===== src/rtl/cobs_pkg.sv =====
// Shared definitions for the COBS serial receiver: decoder states, UART
// receiver states, FIFO depth and byte width.
package cobs_pkg;

  localparam int unsigned BYTE_W     = 8;
  localparam int unsigned FIFO_DEPTH = 2;

  // COBS decoder: waiting for a code byte, or copying bytes of a block.
  typedef enum logic {
    EXPECT_CODE = 1'b0,
    IN_BLOCK    = 1'b1
  } dec_state_t;

  // UART receiver phases.
  typedef enum logic [2:0] {
    RX_IDLE      = 3'd0,
    RX_START     = 3'd1,
    RX_DATA      = 3'd2,
    RX_STOP      = 3'd3,
    RX_WAIT_HIGH = 3'd4
  } rx_state_t;

endpackage


===== src/rtl/uart_rx_8n1.sv =====
// 8N1 UART receiver, LSB first, with a two-flop input synchroniser.
// Ports:
//   clk, rst     : clock, synchronous active-high reset
//   rxd          : asynchronous serial line, idle high
//   flag         : one-cycle strobe per correctly framed byte
//   data         : last correctly framed byte, held until the next one
module uart_rx_8n1
  import cobs_pkg::*;
#(
  parameter int unsigned CLKS_PER_BIT = 234
) (
  input  logic              clk,
  input  logic              rst,
  input  logic              rxd,
  output logic              flag,
  output logic [BYTE_W-1:0] data
);

  localparam int unsigned CNT_W = (CLKS_PER_BIT > 2) ? $clog2(CLKS_PER_BIT) : 1;
  localparam logic [CNT_W-1:0] BIT_LAST  = CNT_W'(CLKS_PER_BIT - 1);
  localparam logic [CNT_W-1:0] HALF_LAST = CNT_W'(CLKS_PER_BIT / 2 - 1);

  logic              sync1;
  logic              sync2;
  logic              line_q;
  rx_state_t         state;
  logic [CNT_W-1:0]  clk_cnt;
  logic [2:0]        bit_idx;
  logic [BYTE_W-1:0] shift;

  // Synchroniser, edge detector and bit-timing FSM.
  always_ff @(posedge clk) begin
    if (rst) begin
      sync1   <= 1'b1;
      sync2   <= 1'b1;
      line_q  <= 1'b1;
      state   <= RX_IDLE;
      clk_cnt <= '0;
      bit_idx <= '0;
      shift   <= '0;
      flag    <= 1'b0;
      data    <= '0;
    end else begin
      sync1  <= rxd;
      sync2  <= sync1;
      line_q <= sync2;
      flag   <= 1'b0;
      case (state)
        RX_IDLE: begin
          // Falling edge on the synchronised line marks a candidate start bit.
          if (line_q && !sync2) begin
            state   <= RX_START;
            clk_cnt <= '0;
          end
        end
        RX_START: begin
          if (clk_cnt == HALF_LAST) begin
            clk_cnt <= '0;
            bit_idx <= '0;
            // A line back high at mid start bit was a glitch.
            state   <= sync2 ? RX_IDLE : RX_DATA;
          end else begin
            clk_cnt <= clk_cnt + CNT_W'(1);
          end
        end
        RX_DATA: begin
          if (clk_cnt == BIT_LAST) begin
            clk_cnt <= '0;
            shift   <= {sync2, shift[BYTE_W-1:1]};
            if (bit_idx == 3'd7) begin
              state <= RX_STOP;
            end else begin
              bit_idx <= bit_idx + 3'd1;
            end
          end else begin
            clk_cnt <= clk_cnt + CNT_W'(1);
          end
        end
        RX_STOP: begin
          if (clk_cnt == BIT_LAST) begin
            clk_cnt <= '0;
            if (sync2) begin
              flag  <= 1'b1;
              data  <= shift;
              state <= RX_IDLE;
            end else begin
              // Framing error: drop the byte and wait for idle before re-arming.
              state <= RX_WAIT_HIGH;
            end
          end else begin
            clk_cnt <= clk_cnt + CNT_W'(1);
          end
        end
        RX_WAIT_HIGH: begin
          if (sync2) begin
            state <= RX_IDLE;
          end
        end
        default: state <= RX_IDLE;
      endcase
    end
  end

endmodule


===== src/rtl/cobs_serial_rx.sv =====
// UART receiver followed by a COBS frame decoder and a small output FIFO.
// Ports:
//   clk, rst  : clock, synchronous active-high reset
//   rxd       : asynchronous serial line, idle high
//   busy      : consumer backpressure, no o_flag while high
//   rx_flag   : one-cycle strobe per raw byte received
//   rx_data   : last raw byte received
//   o_flag    : one-cycle strobe per decoded payload byte
//   o_data    : decoded byte, held after the strobe
//   o_eof     : one-cycle strobe when a 0x00 delimiter is received
module cobs_serial_rx
  import cobs_pkg::*;
#(
  parameter int unsigned CLK_FREQ = 27000000,
  parameter int unsigned BAUD     = 115200
) (
  input  logic              clk,
  input  logic              rst,
  input  logic              rxd,
  input  logic              busy,
  output logic              rx_flag,
  output logic [BYTE_W-1:0] rx_data,
  output logic              o_flag,
  output logic [BYTE_W-1:0] o_data,
  output logic              o_eof
);

  localparam int unsigned CLKS_PER_BIT = CLK_FREQ / BAUD;
  localparam int unsigned PTR_W        = (FIFO_DEPTH > 1) ? $clog2(FIFO_DEPTH) : 1;
  localparam int unsigned FCNT_W       = $clog2(FIFO_DEPTH + 1);

  uart_rx_8n1 #(
    .CLKS_PER_BIT(CLKS_PER_BIT)
  ) u_uart (
    .clk (clk),
    .rst (rst),
    .rxd (rxd),
    .flag(rx_flag),
    .data(rx_data)
  );

  dec_state_t        dec_state;
  logic              first_block;
  logic [7:0]        cnt;
  logic [7:0]        lastcode;

  logic [BYTE_W-1:0] fifo_mem [FIFO_DEPTH];
  logic [PTR_W-1:0]  rd_ptr;
  logic [PTR_W-1:0]  wr_ptr;
  logic [FCNT_W-1:0] fifo_cnt;

  logic              push_c;
  logic [BYTE_W-1:0] push_byte_c;
  logic              push_ok_c;
  logic              pop_c;

  // Which decoded byte, if any, the current received byte produces.
  always_comb begin
    push_c      = 1'b0;
    push_byte_c = rx_data;
    if (rx_flag && (rx_data != '0)) begin
      if (dec_state == EXPECT_CODE) begin
        // The zero implied by the previous block is emitted when the next code arrives,
        // so no trailing zero appears at the delimiter.
        push_byte_c = '0;
        push_c      = !first_block && (lastcode != 8'hFF);
      end else begin
        push_c = 1'b1;
      end
    end
  end

  // Full FIFO drops the byte; the head leaves only every other cycle.
  assign push_ok_c = push_c && (fifo_cnt != FCNT_W'(FIFO_DEPTH));
  assign pop_c     = (fifo_cnt != '0) && !busy && !o_flag;

  // COBS decoder state.
  always_ff @(posedge clk) begin
    if (rst) begin
      dec_state   <= EXPECT_CODE;
      first_block <= 1'b1;
      cnt         <= '0;
      lastcode    <= '0;
      o_eof       <= 1'b0;
    end else begin
      o_eof <= 1'b0;
      if (rx_flag) begin
        if (rx_data == '0) begin
          o_eof       <= 1'b1;
          dec_state   <= EXPECT_CODE;
          first_block <= 1'b1;
          cnt         <= '0;
        end else if (dec_state == EXPECT_CODE) begin
          lastcode    <= rx_data;
          cnt         <= rx_data - 8'd1;
          first_block <= 1'b0;
          dec_state   <= (rx_data != 8'd1) ? IN_BLOCK : EXPECT_CODE;
        end else begin
          cnt <= cnt - 8'd1;
          if (cnt == 8'd1) begin
            dec_state <= EXPECT_CODE;
          end
        end
      end
    end
  end

  // Output FIFO and registered o_flag/o_data.
  always_ff @(posedge clk) begin
    if (rst) begin
      for (int i = 0; i < FIFO_DEPTH; i++) begin
        fifo_mem[i] <= '0;
      end
      rd_ptr   <= '0;
      wr_ptr   <= '0;
      fifo_cnt <= '0;
      o_flag   <= 1'b0;
      o_data   <= '0;
    end else begin
      o_flag <= pop_c;
      if (pop_c) begin
        o_data <= fifo_mem[rd_ptr];
        rd_ptr <= rd_ptr + PTR_W'(1);
      end
      if (push_ok_c) begin
        fifo_mem[wr_ptr] <= push_byte_c;
        wr_ptr           <= wr_ptr + PTR_W'(1);
      end
      case ({push_ok_c, pop_c})
        2'b10:   fifo_cnt <= fifo_cnt + FCNT_W'(1);
        2'b01:   fifo_cnt <= fifo_cnt - FCNT_W'(1);
        default: fifo_cnt <= fifo_cnt;
      endcase
    end
  end

endmodule


===== config.mk =====
export PLATFORM = sky130hd
export DESIGN_NAME = cobs_serial_rx
export DESIGN_NICKNAME = d
export VERILOG_FILES = /design/src/rtl/cobs_pkg.sv /design/src/rtl/uart_rx_8n1.sv /design/src/rtl/cobs_serial_rx.sv
export SDC_FILE = /design/constraint.sdc
export NUM_CORES = 1
export LEC_CHECK = 0
export ABC_CLOCK_PERIOD_IN_PS = 5500
export BUFFER_PORTS_ARGS = -buffer_cell sky130_fd_sc_hd__buf_4
export CORE_MARGIN = 3
export CORE_UTILIZATION = 65
export CTS_CLUSTER_DIAMETER = 120
export DETAILED_ROUTE_END_ITERATION = 10
export HOLD_SLACK_MARGIN = 0.02
export PLACE_DENSITY = 0.83
export SETUP_SLACK_MARGIN = 0.05
export SLEW_MARGIN = 20
export SYNTH_ARGS = -nofsm -noshare
export SYNTH_HDL_FRONTEND = slang
export SYNTH_SLANG_ARGS = --single-unit

===== constraint.sdc =====
create_clock -name clk -period 5.5 [get_ports clk]
set_input_delay 1.1 -clock clk [delete_from_list [all_inputs] [get_ports clk]]
set_output_delay 1.1 -clock clk [all_outputs]
set_load 0.03 [all_outputs]

# [Yosys cells after proc, flatten, opt, wreduce, memory -nomap -nowiden]
# Memories as Yosys holds them, arrays and structs flattened. A register that Yosys moved wholly into a read port is not among the register bits.
# Index checks and enable logic that the tools add are counted.
[op_classes] addsub=8 eq_ne=21 muxes=40 bitwise_logic=5 n_reduce_logical=28
[op_table] cell="2-to-1 mux 8 bit" count=8
[op_table] cell="2-to-1 mux 3 bit" count=10
[op_table] cell="case mux 8 bit (3 select lines)" count=1
[op_table] cell="2-to-1 mux 1 bit" count=17
[op_table] cell="subtractor 8 x 1 -> 8 bit (second input constant)" count=2
[op_table] cell="case mux 3 bit (5 select lines)" count=1
[op_table] cell="!= test 2 x 1 -> 1 bit (second input constant)" count=7
[op_table] cell="adder 8 x 1 -> 8 bit (second input constant)" count=1
[op_table] cell="equality test 8 x 1 -> 1 bit (second input constant)" count=1
[op_table] cell="equality test 8 x 7 -> 1 bit (second input constant)" count=1
[op_table] cell="equality test 8 bit (second input constant)" count=1
[op_table] cell="zero test 8 bit" count=1
[op_table] cell="!= test 8 x 1 -> 1 bit (second input constant)" count=1
[op_table] cell="!= test 8 bit (second input constant)" count=1
[op_table] cell="nonzero test 8 bit" count=1
[op_table] cell="OR reduction 8 bit" count=1
[op_table] cell="equality test 3 x 2 -> 1 bit (second input constant)" count=2
[op_table] cell="equality test 3 bit (second input constant)" count=2
[op_table] cell="logical AND 1 bit" count=6
[op_table] cell="case mux 3 bit (2 select lines)" count=1
[op_table] cell="AND reduction 2 bit" count=3
[op_table] cell="AND reduction 3 bit" count=2
[op_table] cell="AND reduction 6 bit" count=1
[op_table] cell="nonzero test 2 bit" count=3
[op_table] cell="other kinds (17)" count=27
[totals] regBits=58 ramBits=16 inputBits=4 out_inout_bits=19 wordCells=121 mem_count=1
[memory_table] name="fifo_mem" depth=2 width=8 rd=1 rd_ports_with_merged_regs=1 write_ports=2 line="cobs_serial_rx.sv:47" text="logic [BYTE_W-1:0] fifo_mem [FIFO_DEPTH];"

# [Depth between registers and ports, before layout]
[logic_depth] word_depth=10 ltp_mapped=10 depth_no_buf=10

# [By module]
# From an unflattened synthesis, not the netlist that was laid out.
[unflattened] cells_unflattened=408 hier_area_um2=3918.8
[by_module_without_submodules] mod="cobs_serial_rx" n_inst=1 cells_each=231 area_per_inst_um2=2334.7 seq_area_each_um2=1121.1
[by_module_without_submodules] mod="uart_rx_8n1" n_inst=1 cells_each=177 area_per_inst_um2=1584.0 seq_area_each_um2=680.7

# [Worst setup path after synthesis]
# Ideal clock, no wire load.
[synth_timing] path_kind="input port to flip-flop" startpoint="input port busy" endpoint="register fifo_cnt[1]" setup_ps=70 arrival_time_ps=2772 required_time_ps=5430 path_slack_ps=2659 cell_stages=5 path_buffers=1 path_cell_list="nor3_1 -> clkbuf_1 -> ha_1 -> or3_1 -> a21oi_1"
[synth_between] elab_chain_len=5 word_cells_on_any_way=7 classes_between="eq/ne (2); mux (1); reduce/logical (4)"
[synth_lines] item="from (decl)" line="cobs_serial_rx.sv:20" text="input logic busy,"
[synth_lines] item="zero test 1 bit (*)" line="cobs_serial_rx.sv:75" text="assign pop_c = (fifo_cnt != '0) && !busy && !o_flag;"
[synth_lines] item="logical AND 1 bit (*) (2 in a row)" line="cobs_serial_rx.sv:75"
[synth_lines] item="net pop_c" line="cobs_serial_rx.sv:55" text="logic pop_c;"
[synth_lines] item="equality test 2 x 1 -> 1 bit or equality test 2 bit (tied branches)" line="cobs_serial_rx.sv:129" text="case ({push_ok_c, pop_c})"
[synth_lines] item="case mux 2 bit (2 select lines) or nonzero test 2 bit (tied branches)"
[synth_lines] item="to (signal assigned)" line="cobs_serial_rx.sv:130" text="2'b10: fifo_cnt <= fifo_cnt + FCNT_W'(1);"
[synth_lines] item="to (signal assigned)" line="cobs_serial_rx.sv:131" text="2'b01: fifo_cnt <= fifo_cnt - FCNT_W'(1);"
[synth_lines] item="to (signal assigned)" line="cobs_serial_rx.sv:132" text="default: fifo_cnt <= fifo_cnt;"
[synth_lines] item="to (decl)" line="cobs_serial_rx.sv:50" text="logic [FCNT_W-1:0] fifo_cnt;"
# Mark *: on every way through the listed nets, which the timed path passes. The rest lies on a longest branch.
# A chain may end at the register's enable or synchronous reset.

==> metrics.md <==
| Metric | Value |
|---|---|
| Die Ht | `between 80 and 90 um` |
| Clk_skew | `0.0104 ns` |
| Fin. Hold Viols | `0` |
| Final min period | `2.91 ns` |
| Starting DRT DRC Count | `286` |
| Initial antenna violation count | `0` |
| First-pass GRT wire length | `approximately 13000 um` |
| Worst Tran Pin Value | `between 1 and 1.5 ns` |
| PortBufs | `22` |
| Sequential area share after synthesis | `between 40% and 50%` |
| Fin worst setup slack | `between 2 and 3 ns` |
| Post-CTS setup buffer count | `0` |
| Io pins | `23` |
| Design Area, Final | `4260 sq um` |
| Num CTS Buffers | `9` |
| Die width | `~83 um` |
| Total gr overflow | `0` |
| Largest net degree at the start of global routing | `66` |
| Number of fill cells | `399` |
| Layout cells sized above 1 | `11.1%` |
| Total vias in the final route | `just over 3000` |
| Gp weighted congestion | `0.823` |
| Post-CTS sizing | `0` |
| Status | `complete, no violations` |
| Diode count | `0` |
| Antenna Violating Nets Remaining | `0` |
| Maximum VDD drop | `about 0.00017 V` |
| Final wirelength | `~8000 um` |
| Worst reg2reg setup slack | `about 2.6 ns` |
| YS warnings | `0` |
| Bufs on Longest Clock Path | `2` |
| Net count, final | `431` |
| Setup TNS | `0 ns` |
| Fraction of registers with async set/reset | `0%` |
| Cells after synthesis | `406` |
| Worst setup path class | `reg2reg` |
| P per Cell Area | `about 270 nW/um^2` |
| Crit share post-route | `52.9%` |
| Max-Cap Viols | `0` |
| Synth-to-layout area growth | `9.45%` |
| Fin. max-slew vios | `0` |
| Post-Synthesis Mean Instance Area | `9.58 sq um` |
| Worst EP arrival | `around 2.9 ns` |
| CP Max Fanout | `11` |
| Fmax | `about 0.34 GHz` |
| Sink Count | `82` |
| Crit end category | `flop` |
| Lkg Pwr | `~1.5 nW` |
| Starting density of the core | `69.0%` |
| Drt wl/cell | `between 15 and 20 um` |
| WP data required | `5.47 ns` |
| Root buf cell | `clkbuf_8` |
| RSZ-0062 raised after global routing | `no` |
| Post-layout util | `around three quarters` |
| Net Count, Synth | `420` |
| Die footprint | `just under 7000 sq um` |
| Top_reg_cell synth | `dfxtp_1` |
| Drt via density | `slightly above 6` |
| Slew HR | `32.6%` |
| CTS tree | `yes` |
| Post-DP HPWL | `between 5000 and 6000 um` |
| Synth cell types | `63` |
| Cell area after synthesis | `between 3000 and 4000 sq um` |
| Num rows | `27` |
| TritonRoute pass-1 iters | `5` |
| Hold Crit Class | `reg2reg` |
| Total GRT Usage | `approximately a quarter` |
| Number of global-route vias before repair | `between 2000 and 3000` |
| Final number of setup-violating endpoints | `0` |
| Post-synth EDFFs | `16` |
| Cell Area, Placed | `about 4100 sq um` |
| Fin Hold WS | `0.413 ns` |
| Hold_buf cts | `0` |
| Crit start category | `flop` |
| Core Area | `approximately 5600 sq um` |
| Yosys reg bits | `82` |
| Clk_lat worst skew | `0.35 ns` |
| Pre-CTS WS | `~2.5 ns` |
| Clock Pin Slew Worst Setup and Hold Paths | `around 0.08 ns` |
| H-tree Lvls | `3` |
| DRC | `0` |
-- report_power, final --
| group | total [mW] | leakage, nW | switching, mW | internal [mW] |
|---|---|---|---|---|
| logic | 0.0575 | 0.685 | 0.0395 | 0.0180 |
| registers | 0.628 | 0.698 | 0.00780 | 0.620 |
| clock network | 0.455 | 0.107 | 0.208 | 0.247 |
-- cell usage after synthesis, types with 8 or more instances --
library cell / n / area share [%]
nor2_1: 44 / 4.2
a211oi_1: 10 / 1.9
and2_1: 16 / 2.6
nor4_1: 9 / 1.4
edfxtp_1: 16 / 12
clkbuf_1: 16 / 1.5
o21ai_0: 11 / 1.4
dfxtp_1: 66 / 34
a21oi_1: 23 / 3.0
nor3_1: 8 / 1.0
inv_1: 12 / 1.2
ha_1: 10 / 3.2
mux2i_1: 33 / 8.5
nand2_1: 24 / 2.3
-- sequential cells by signal, indices dropped and copies added, names as in the netlist --
name	flops
cnt	8
dec_state	1
fifo_cnt	2
fifo_mem	16
first_block	1
lastcode	8
o_data	8
o_eof	1
o_flag	1
rd_ptr	1
u_uart.bit_idx	3
u_uart.clk_cnt	8
u_uart.data	8
u_uart.flag	1
u_uart.line_q	1
u_uart.shift	8
u_uart.state	3
u_uart.sync1	1
u_uart.sync2	1
wr_ptr	1
-- final timing paths --
kind	depth (start not counted)	from	endpoint
max	7	u_uart.data[0]	fifo_mem[0][4]
min	1	u_uart.sync1	u_uart.sync2
max reg2reg	7	u_uart.data[0]	fifo_mem[0][4]
min reg2reg	1	u_uart.sync1	u_uart.sync2
-- kinds of logic (layout without fill, tap and decap cells) --
group           count (synthesis)  after routing  share of synthesized area, %
xor+xnor                        8              8                          1.80
compound gates                 87             87                          15.2
fa+ha+maj                      10             10                          3.22
simple gates                  150            150                          20.8
buf+inv                        35             51                          3.83
mux                            34             34                          8.78
flops                          82             82                          46.3
-- area by class of cell --
cell class                      count  area (sq um)  area share (%)
Multi-Input combinational cell    289          1950            45.7
Sequential cell                    82          1800            42.3
Clock inverter                      2          35.0           0.823
Tap cell                           72          90.1            2.12
Inverter                           13          48.8            1.15
Clock buffer                       14           173            4.05
Timing Repair Buffer               22           165            3.88
-- layer usage --
metal | track usage [%] | vias to the layer above | part of all wire, %
met3 | 5.06 | 19 | 6.5
li1 | - | 1494 | -
met5 | 0 | - | 0
met1 | 31.9 | 1406 | 46
met4 | 8.77 | 0 | 2.1
met2 | 36.5 | 118 | 46
-- worst max-delay path, cell delays in order, from the launching register on --
cell      delay [ns]
dfxtp_1         0.49
inv_1           0.12
ha_1            0.26
nor3b_1         0.18
nand2_1         0.32
o2111a_1        0.31
inv_1           0.07
o21ai_0         0.78
-- per-stage QoR --
step,power [mW],cells
2_1_floorplan,0.684,406
3_3_place_gp,0.697,478
3_5_place_dp,0.698,478
4_1_cts,1.14,494
5_1_grt,1.18,494
6_report,1.14,494
-- placed cells by master (no fill, tap or decap), types with 12 or more instances in the layout --
master / n
inv_1: 12
edfxtp_1: 16
dfxtp_1: 66
clkbuf_8: 12
mux2i_1: 33
and2_1: 16
nor2_1: 44
buf_4: 22
a21oi_1: 23
nand2_1: 24
(Power assumes the default switching activity.)
